<file path="config.mk">
export PLATFORM = sky130hd
export DESIGN_NAME = iterative_divider_flat
export DESIGN_NICKNAME = d
export VERILOG_FILES = /design/src/rtl/iterative_divider_if.sv /design/src/rtl/iterative_divider.sv /design/src/flat_wrapper.sv
export SDC_FILE = /design/constraint.sdc
export NUM_CORES = 1
export LEC_CHECK = 0
export ABC_AREA = 1
export CORE_MARGIN = 3
export CORE_UTILIZATION = 61
export CTS_BUF_LIST = sky130_fd_sc_hd__clkbuf_8
export CTS_CLUSTER_DIAMETER = 120
export DETAILED_ROUTE_END_ITERATION = 10
export PLACE_DENSITY = 0.88
export SLEW_MARGIN = 20
export SYNTH_ARGS = -nofsm -noshare
export SYNTH_HDL_FRONTEND = slang
export SYNTH_SLANG_ARGS = --single-unit
</file>
<file path="constraint.sdc">
create_clock -name clk -period 2.7 [get_ports clk]
set_input_delay 0.405 -clock clk [delete_from_list [all_inputs] [get_ports clk]]
set_output_delay 0.405 -clock clk [all_outputs]
set_load 0.02 [all_outputs]
</file>
<file path="src/rtl/iterative_divider_if.sv">
// Handshake and data bundle for iterative_divider.
// signed_mode/overflow exist only when SIGNED_DIV_EN is defined.
interface iterative_divider_if #(
  parameter int unsigned DATA_WIDTH = 16
);
  logic                  in_valid;
  logic                  in_ready;
  logic [DATA_WIDTH-1:0] dividend;
  logic [DATA_WIDTH-1:0] divisor;
  logic                  out_valid;
  logic                  out_ready;
  logic [DATA_WIDTH-1:0] quotient;
  logic [DATA_WIDTH-1:0] remainder;
  logic                  div_by_zero;
`ifdef SIGNED_DIV_EN
  logic                  signed_mode;
  logic                  overflow;
`endif

  modport master (
    output in_valid,
    output dividend,
    output divisor,
    output out_ready,
`ifdef SIGNED_DIV_EN
    output signed_mode,
    input  overflow,
`endif
    input  in_ready,
    input  out_valid,
    input  quotient,
    input  remainder,
    input  div_by_zero
  );

  modport slave (
    input  in_valid,
    input  dividend,
    input  divisor,
    input  out_ready,
`ifdef SIGNED_DIV_EN
    input  signed_mode,
    output overflow,
`endif
    output in_ready,
    output out_valid,
    output quotient,
    output remainder,
    output div_by_zero
  );
endinterface

</file>
<file path="src/rtl/iterative_divider.sv">
// Restoring divider producing one quotient bit per cycle, MSB first.
// Define SIGNED_DIV_EN to add two's-complement division (signed_mode/overflow).
module iterative_divider #(
  parameter int unsigned DATA_WIDTH = 16
) (
  input logic                clk,
  input logic                rst,
  iterative_divider_if.slave bus
);
  localparam int unsigned W    = DATA_WIDTH;
  localparam int unsigned CntW = $clog2(DATA_WIDTH);

  typedef enum logic [1:0] {StIdle, StCalc, StDone} state_e;
  state_e state_q, state_d;

  // dvd_q shifts dividend bits out at the top and quotient bits in at the bottom
  logic [W-1:0]    dvd_q, dvd_d;
  logic [W-1:0]    dsr_q, dsr_d;
  logic [W-1:0]    rem_q, rem_d;
  logic [CntW-1:0] cnt_q, cnt_d;
  logic            quo_neg_q, quo_neg_d;
  logic            rem_neg_q, rem_neg_d;
  logic [W-1:0]    quo_res_q, quo_res_d;
  logic [W-1:0]    rem_res_q, rem_res_d;
  logic            dbz_q, dbz_d;
`ifdef SIGNED_DIV_EN
  localparam logic [W-1:0] MinNeg = {1'b1, {(W-1){1'b0}}};
  logic            ovf_pend_q, ovf_pend_d;
  logic            ovf_q, ovf_d;
  logic            ovf_case;
`endif

  logic         signed_en;
  logic         a_neg, b_neg;
  logic [W-1:0] mag_a, mag_b;
  logic [W:0]   shifted, sub;
  logic         ge;
  logic [W-1:0] step_rem, step_quo;

`ifdef SIGNED_DIV_EN
  assign signed_en = bus.signed_mode;
  assign ovf_case  = signed_en && (bus.dividend == MinNeg) && (bus.divisor == '1);
`else
  assign signed_en = 1'b0;
`endif

  assign a_neg = signed_en & bus.dividend[W-1];
  assign b_neg = signed_en & bus.divisor[W-1];
  assign mag_a = a_neg ? -bus.dividend : bus.dividend;
  assign mag_b = b_neg ? -bus.divisor : bus.divisor;

  // Partial remainder stays below the divisor, so W bits suffice between steps.
  assign shifted  = {rem_q, dvd_q[W-1]};
  assign sub      = shifted - {1'b0, dsr_q};
  assign ge       = (shifted >= {1'b0, dsr_q});
  assign step_rem = ge ? W'(sub) : W'(shifted);
  assign step_quo = {dvd_q[W-2:0], ge};

  always_comb begin
    state_d   = state_q;
    dvd_d     = dvd_q;
    dsr_d     = dsr_q;
    rem_d     = rem_q;
    cnt_d     = cnt_q;
    quo_neg_d = quo_neg_q;
    rem_neg_d = rem_neg_q;
    quo_res_d = quo_res_q;
    rem_res_d = rem_res_q;
    dbz_d     = dbz_q;
`ifdef SIGNED_DIV_EN
    ovf_pend_d = ovf_pend_q;
    ovf_d      = ovf_q;
`endif
    unique case (state_q)
      StIdle: begin
        if (bus.in_valid) begin
          if (bus.divisor == '0) begin
            state_d   = StDone;
            quo_res_d = '1;
            rem_res_d = bus.dividend;
            dbz_d     = 1'b1;
`ifdef SIGNED_DIV_EN
            ovf_d     = 1'b0;
`endif
          end else begin
            state_d   = StCalc;
            dvd_d     = mag_a;
            dsr_d     = mag_b;
            rem_d     = '0;
            cnt_d     = CntW'(W - 1);
            quo_neg_d = a_neg ^ b_neg;
            rem_neg_d = a_neg;
`ifdef SIGNED_DIV_EN
            ovf_pend_d = ovf_case;
`endif
          end
        end
      end
      StCalc: begin
        rem_d = step_rem;
        dvd_d = step_quo;
        if (cnt_q == '0) begin
          state_d   = StDone;
          quo_res_d = quo_neg_q ? -step_quo : step_quo;
          rem_res_d = rem_neg_q ? -step_rem : step_rem;
          dbz_d     = 1'b0;
`ifdef SIGNED_DIV_EN
          ovf_d     = ovf_pend_q;
`endif
        end else begin
          cnt_d = cnt_q - 1'b1;
        end
      end
      StDone: begin
        if (bus.out_ready) state_d = StIdle;
      end
      default: state_d = StIdle;
    endcase
  end

  always_ff @(posedge clk) begin
    if (rst) begin
      state_q   <= StIdle;
      dvd_q     <= '0;
      dsr_q     <= '0;
      rem_q     <= '0;
      cnt_q     <= '0;
      quo_neg_q <= 1'b0;
      rem_neg_q <= 1'b0;
      quo_res_q <= '0;
      rem_res_q <= '0;
      dbz_q     <= 1'b0;
`ifdef SIGNED_DIV_EN
      ovf_pend_q <= 1'b0;
      ovf_q      <= 1'b0;
`endif
    end else begin
      state_q   <= state_d;
      dvd_q     <= dvd_d;
      dsr_q     <= dsr_d;
      rem_q     <= rem_d;
      cnt_q     <= cnt_d;
      quo_neg_q <= quo_neg_d;
      rem_neg_q <= rem_neg_d;
      quo_res_q <= quo_res_d;
      rem_res_q <= rem_res_d;
      dbz_q     <= dbz_d;
`ifdef SIGNED_DIV_EN
      ovf_pend_q <= ovf_pend_d;
      ovf_q      <= ovf_d;
`endif
    end
  end

  assign bus.in_ready    = (state_q == StIdle);
  assign bus.out_valid   = (state_q == StDone);
  assign bus.quotient    = quo_res_q;
  assign bus.remainder   = rem_res_q;
  assign bus.div_by_zero = dbz_q;
`ifdef SIGNED_DIV_EN
  assign bus.overflow    = ovf_q;
`endif
endmodule

</file>
<file path="src/flat_wrapper.sv">
// flat-port wrapper written by rule: the top's interface ports become plain ports
module iterative_divider_flat 
#(
  parameter int unsigned DATA_WIDTH = 16
)
  (clk, rst, bus_in_valid, bus_dividend, bus_divisor, bus_out_ready, bus_in_ready, bus_out_valid, bus_quotient, bus_remainder, bus_div_by_zero);
  iterative_divider_if #(.DATA_WIDTH(DATA_WIDTH)) bus_i ();
  input logic clk;
  input logic rst;
  input wire logic [$bits(bus_i.in_valid)-1:0] bus_in_valid;
  input wire logic [$bits(bus_i.dividend)-1:0] bus_dividend;
  input wire logic [$bits(bus_i.divisor)-1:0] bus_divisor;
  input wire logic [$bits(bus_i.out_ready)-1:0] bus_out_ready;
  output wire logic [$bits(bus_i.in_ready)-1:0] bus_in_ready;
  output wire logic [$bits(bus_i.out_valid)-1:0] bus_out_valid;
  output wire logic [$bits(bus_i.quotient)-1:0] bus_quotient;
  output wire logic [$bits(bus_i.remainder)-1:0] bus_remainder;
  output wire logic [$bits(bus_i.div_by_zero)-1:0] bus_div_by_zero;
  assign bus_i.in_valid = bus_in_valid;
  assign bus_i.dividend = bus_dividend;
  assign bus_i.divisor = bus_divisor;
  assign bus_i.out_ready = bus_out_ready;
  assign bus_in_ready = bus_i.in_ready;
  assign bus_out_valid = bus_i.out_valid;
  assign bus_quotient = bus_i.quotient;
  assign bus_remainder = bus_i.remainder;
  assign bus_div_by_zero = bus_i.div_by_zero;
  iterative_divider #(.DATA_WIDTH(DATA_WIDTH)) u_core (.clk(clk), .rst(rst), .bus(bus_i));
endmodule
</file>
### Word level (Yosys, flattened, before mapping)

Cells that the tools add are included.

* add/subtract/negate cells: 2
* magnitude comparators: 1
* eq/ne operators: 8
* multiplexer cells: 28
* bitwise operators: 1
* reductions and logical operators: 9

Operators with widths (count)
* 16-bit two-way mux: 11
* 16-bit one-hot mux with 2 select lines: 4
* 17-bit by 16-bit greater-or-equal comparator with 1-bit output: 1
* 16-bit logical NOT: 1
* 16-bit subtractor: 1
* 4-bit two-way mux: 3
* 3-bit AND reduction: 3
* 2-bit two-way mux: 4
* 2-bit != test (second input constant): 4
* 4-bit one-hot mux with 2 select lines: 1
* 4-bit AND reduction: 2
* 2-bit one-hot mux with 3 select lines: 1
* 4-bit logical NOT: 1
* 2-bit by 1-bit != test with 1-bit output (second input constant): 2
* 4-bit by 1-bit subtractor with 4-bit output (second input constant): 1
* 1-bit two-way mux: 3
* 2-bit by 1-bit equality test with 1-bit output (second input constant): 1
* 2-bit equality test (second input constant): 1
* 2-bit logical NOT: 1
* 1-bit one-hot mux with 2 select lines: 1
* 2-bit nonzero test: 1
* 1-bit inverter: 1

* bits in registers: 87
* input port bits: 36
* output and inout port bits: 35
* word-level logic and storage cells: 57

### Logic depth before layout (Yosys ltp)

* word-level depth: 4
* gate-level depth with buffers: 16

### Worst setup path before layout

Ideal clock, no wire load.

* path kind: register to register
* from: register u_core.rem_q[6]
* to: register u_core.rem_res_q[10] (netlist: u_core.bus.remainder[10])
* data arrival time: 1.719 ns
* data required time: 2.644 ns
* path slack: 0.925 ns
* cell stages (with the launch flop): 16
* buffers on the path: 1
* period minus slack after synthesis: 1.775 ns
* path through: dfxtp_1 ha_1 nand2_2 inv_2 nand2_2 nand2_2 clkinv_2 nand2_2 nand2_4 nand3_2 nor2_4 buf_8 nand3_2 nand3_1 nand2_1 inv_1

* longest elaborated chain between the ends: 4
* elaborated cells between the ends (all ways): 5

RTL lines
* start: declaration: line iterative_divider.sv:19 `logic [W-1:0] rem_q, rem_d;`
* start signal: assignment: line iterative_divider.sv:141 `rem_q <= rem_d;`
* 16-bit subtractor / 17-bit by 16-bit greater-or-equal comparator with 1-bit output (equally long branches): line iterative_divider.sv:54, iterative_divider.sv:55
* 16-bit two-way mux (*): line iterative_divider.sv:56 `assign step_rem = ge ? W'(sub) : W'(shifted);`
* 16-bit two-way mux (*): line iterative_divider.sv:102 `if (cnt_q == '0) begin`
* 16-bit one-hot mux with 2 select lines (*): line iterative_divider.sv:74 `unique case (state_q)`
* end signal: assignment: line iterative_divider.sv:146 `rem_res_q <= rem_res_d;`
* end: declaration: line iterative_divider.sv:24 `logic [W-1:0] rem_res_q, rem_res_d;`

Every way passes the cells marked *; elsewhere a longest branch is shown, timed or not. The select of a mux whose other input is x is not followed.
A chain may end at the register's enable or synchronous reset.

### Worst setup path after layout

* from: register u_core.dsr_q[12]
* to: register u_core.rem_res_q[4] (netlist: u_core.bus.remainder[4])

* longest elaborated chain between the ends: 4

RTL lines
* start: declaration: line iterative_divider.sv:18 `logic [W-1:0] dsr_q, dsr_d;`
* start signal: assignment: line iterative_divider.sv:140 `dsr_q <= dsr_d;`
* 17-bit by 16-bit greater-or-equal comparator with 1-bit output: line iterative_divider.sv:55 `assign ge = (shifted >= {1'b0, dsr_q});`
* 16-bit two-way mux: line iterative_divider.sv:56
* 16-bit two-way mux: line iterative_divider.sv:102
* 16-bit one-hot mux with 2 select lines: line iterative_divider.sv:74

Every way passes these cells. The select of a mux whose other input is x is not followed.

==> summary.txt <==
Status
  • Status: complete, no violations

Critical path
  • Req. time, crit path: 3.02 ns
  • Classification of the worst setup path: flip-flop to flip-flop
  • WP buf/inv: 3
  • Most used cell, CP: nand2_1
  • Critical path's slowest cell: nor2_4
  • CP Data Arrival Time: 2.69 ns
  • Crit-path leading delay family: simple AND/OR/NAND/NOR gates
  • Critical path cell sequence: inv_1 > ha_1 > nand2_1 > nand2_1 > inv_2 > nand2_2 > a21oi_4 > nand3_2 > nor2_4 > nand3_1 > nand3_1 > nand2_1 > inv_1
  • Endpoint type of the worst setup path: flip-flop
  • Crit-path max FO: 17
  • CP peak stage delay: about 0.43 ns
  • Worst Setup Start Kind: flip-flop

Floorplanning
  • Rows: 32
  • Initial Utilization: 0.639
  • Die W: just under 100 um
  • DIE AREA: around 9400 um2
  • Num ports: a little over 70
  • Area of the core: about 7900 um2
  • Die Y: a little under 100 um

Routing
  • Pre-antenna DRT Iters: 5
  • # DRC: 0
  • DR iter-0 viols: about 340
  • Remaining antenna violation count: 0
  • Post-Route WL: around 14 mm
  • DR WL/cell: roughly 15 um
  • Detailed-route via count: 5110
  • Routed vias/inst: ~5.5

Synthesis
  • Post-Synth Adder-Cell Area: 0.0462
  • Syn Nets: just over 800
  • Area leader, netlist: dfxtp_1
  • Post-Synth XOR/XNOR Area: 0.0122
  • Share of the synthesized area in the top cell type: 0.346
  • Syn Std Cell Area: roughly 5000 um2
  • Synthesis-stage register bit count: 87
  • Synth Area in Compound Gates: 0.135
  • Largest family of logic cells by synthesized area: simple AND/OR/NAND/NOR gates
  • Post-synthesis cell type count: 36
  • Synth area leaders: dfxtp_1 (35%), nand2_1 (15%), inv_1 (7.4%), nand3_1 (6.1%), a21oi_1 (5.6%)
  • Mapped Cells: ~760
  • Simple-Gate Fraction of Synth Area: 0.344
  • Multiplexer share of the synthesized area: 0
  • Yosys warns: 0
  • Sequential area share after synthesis: 0.346
  • Ys async rst share: 0
  • Post-synth EDFFs: 0
  • Syn avg cell area: about 6.6 um2
  • Dominant synthesized flop cell: dfxtp_1

Timing
  • Final count of pins violating max slew: 0
  • Clock Skews: ~0.013 ns
  • Hold_ws: approximately 0.47 ns
  • Sum of negative setup slack: 0 ns
  • RSZ-0062 raised after global routing: false
  • Final hold viol count: 0
  • Final min period: around 2.4 ns
  • Setup Viol. Count Final: 0
  • Achievable Freq: 422 MHz
  • Worst-Margin Slew: approximately 0.81 ns
  • Relative slew slack: 0.462
  • Final period utilization: 0.878

Global route
  • Antenna violations before repair: 0
  • Overflow after GRT: 0
  • Grt peak-use layer: met2
  • GR Util met3: 0.0368
  • Largest net degree at the start of global routing: 53
  • Overall global routing resource usage: 0.285
  • Global-route wire length before repair: approximately 22 mm
  • Vias in the first global route: 4700
  • GRT met1 Usage: 0.383
  • M2 GR Usage: 0.465

CTS
  • Resize count post-CTS: 0
  • Clock Path Buffers: 2
  • CTS Hold Buffers Added: 0
  • Clock latency on the worst-skew pair: roughly 0.37 ns
  • Postcts setup bufs: 0
  • Root buf cell: clkbuf_8
  • H-tree depth: 3
  • CTS clock-pin slew for the worst setup and hold paths: 0.10 ns
  • CTS Sinks: 87
  • CTS tree: built
  • CTS Buf Count: 9

Power and ir drop
  • Gate power share: 0.380
  • Share of total power in sequential cells: 0.390
  • Clk pwr share: 0.230
  • Max IR drop VDD: roughly 0.44 mV
  • Switching share of power: 0.410
  • Sw power: around 1.6 mW
  • Power per Cell Area: around 650 nW/um2
  • Pleak: 2.85 nW
  • Internal power: 2.30 mW

Min path
  • Hold Path Class: flip-flop to flip-flop

Layout
  • Most common cell after layout, fill and taps aside: nand2_1
  • Post-layout nets: slightly below 900
  • P&R area growth vs syn: 18.2%
  • Share of cells above drive strength 1: 0.0965
  • Most frequent cells in the layout: nand2_1 (203), inv_1 (99), dfxtp_1 (87), clkdlybuf4s50_1 (70), nand3_1 (61)
  • Antenna cell count: 0

Flow run
  • MaxCap Viol Count: 0

Placement
  • GPL Wtd Cong: 0.967
  • Detailed placement HPWL: 10.2 mm
  • Buffers on Ports: 70
final timing paths:
path	from	to	slack (ns)	cells after the start
hold / removal	u_core.bus.quotient[14]	u_core.bus.quotient[14]	0.47	2
hold reg to reg	u_core.bus.quotient[14]	u_core.bus.quotient[14]	0.47	2
setup reg to reg	u_core.dsr_q[12]	u_core.bus.remainder[4]	0.33	13
setup / recovery	u_core.dsr_q[12]	u_core.bus.remainder[4]	0.33	13
synthesized netlist by cell type, types with 3 or more instances:
cell type	count
a21oi_1	56
a31oi_1	18
buf_2	8
clkbuf_1	19
dfxtp_1	87
ha_1	17
inv_1	99
inv_2	11
nand2_1	203
nand2_2	11
nand3_1	61
nand3_2	20
nand4_1	4
nor2_1	59
nor2_2	3
nor2_4	3
nor3_1	3
o21ai_0	49
xor2_1	5
cell families (layout without fill, tap and decap cells):
logic type	Yosys count	count (layout)
compound gates	127	127
xor+xnor	7	7
fa+ha+maj	18	18
buf+inv	146	206
flops	87	87
simple gates	374	374
through the flow:
stage / cell area (um2) / setup slack [ns] / total power, mW / cells / util
floorplan: 5040 / 0.925 / 2.60 / 759 / -
global placement: 5760 / 0.441 / 2.96 / 905 / 0.730
detailed placement: 5760 / 0.353 / 3.00 / 905 / 0.730
CTS: 5960 / 0.372 / 3.88 / 921 / 0.756
global route: 5960 / 0.145 / 4.11 / 921 / 0.756
finish: 5960 / 0.330 / 3.90 / 921 / 0.756
layer usage:
layer | vias up | part of all wire
li1 | 2526 | -
met1 | 2304 | 0.43
met2 | 237 | 0.47
met3 | 43 | 0.075
met4 | 0 | 0.028
met5 | - | 0
final cells by class:
type                       count  area (um2)
inverter                     112         422
clock buffer                   9         124
clock inverter                 7        77.6
multi-input combinational    526        2710
fill                         607        1930
sequential                    87        1740
timing repair buffer          78         761
tap                          102         128
power groups by stage:
stage | combinational, mW | clock, mW | sequential [mW]
finish | 1.48 | 0.898 | 1.52
global route | 1.63 | 0.950 | 1.53
CTS | 1.46 | 0.904 | 1.52
detailed placement | 1.46 | 0 | 1.54
global placement | 1.42 | 0 | 1.54
floorplan | 1.02 | 0 | 1.58
worst reg2reg max path, stage by stage, from the launching register on:
cell and delay [ns]:
dfxtp_1 0.33, inv_1 0.10, ha_1 0.37, nand2_1 0.10, nand2_1 0.08, inv_2 0.06
nand2_2 0.07, a21oi_4 0.18, nand3_2 0.12, nor2_4 0.43, nand3_1 0.20, nand3_1 0.17
nand2_1 0.08, inv_1 0.06
registers in the layout, summed over array words and instances (netlist names):
register and cells:
u_core.bus.quotient 16, u_core.bus.remainder 16, u_core.dsr_q 16, u_core.dvd_q 16, u_core.rem_q 16, u_core.cnt_q 4
u_core.state_q 2, u_core.bus.div_by_zero 1
(Power assumes the default switching activity.)
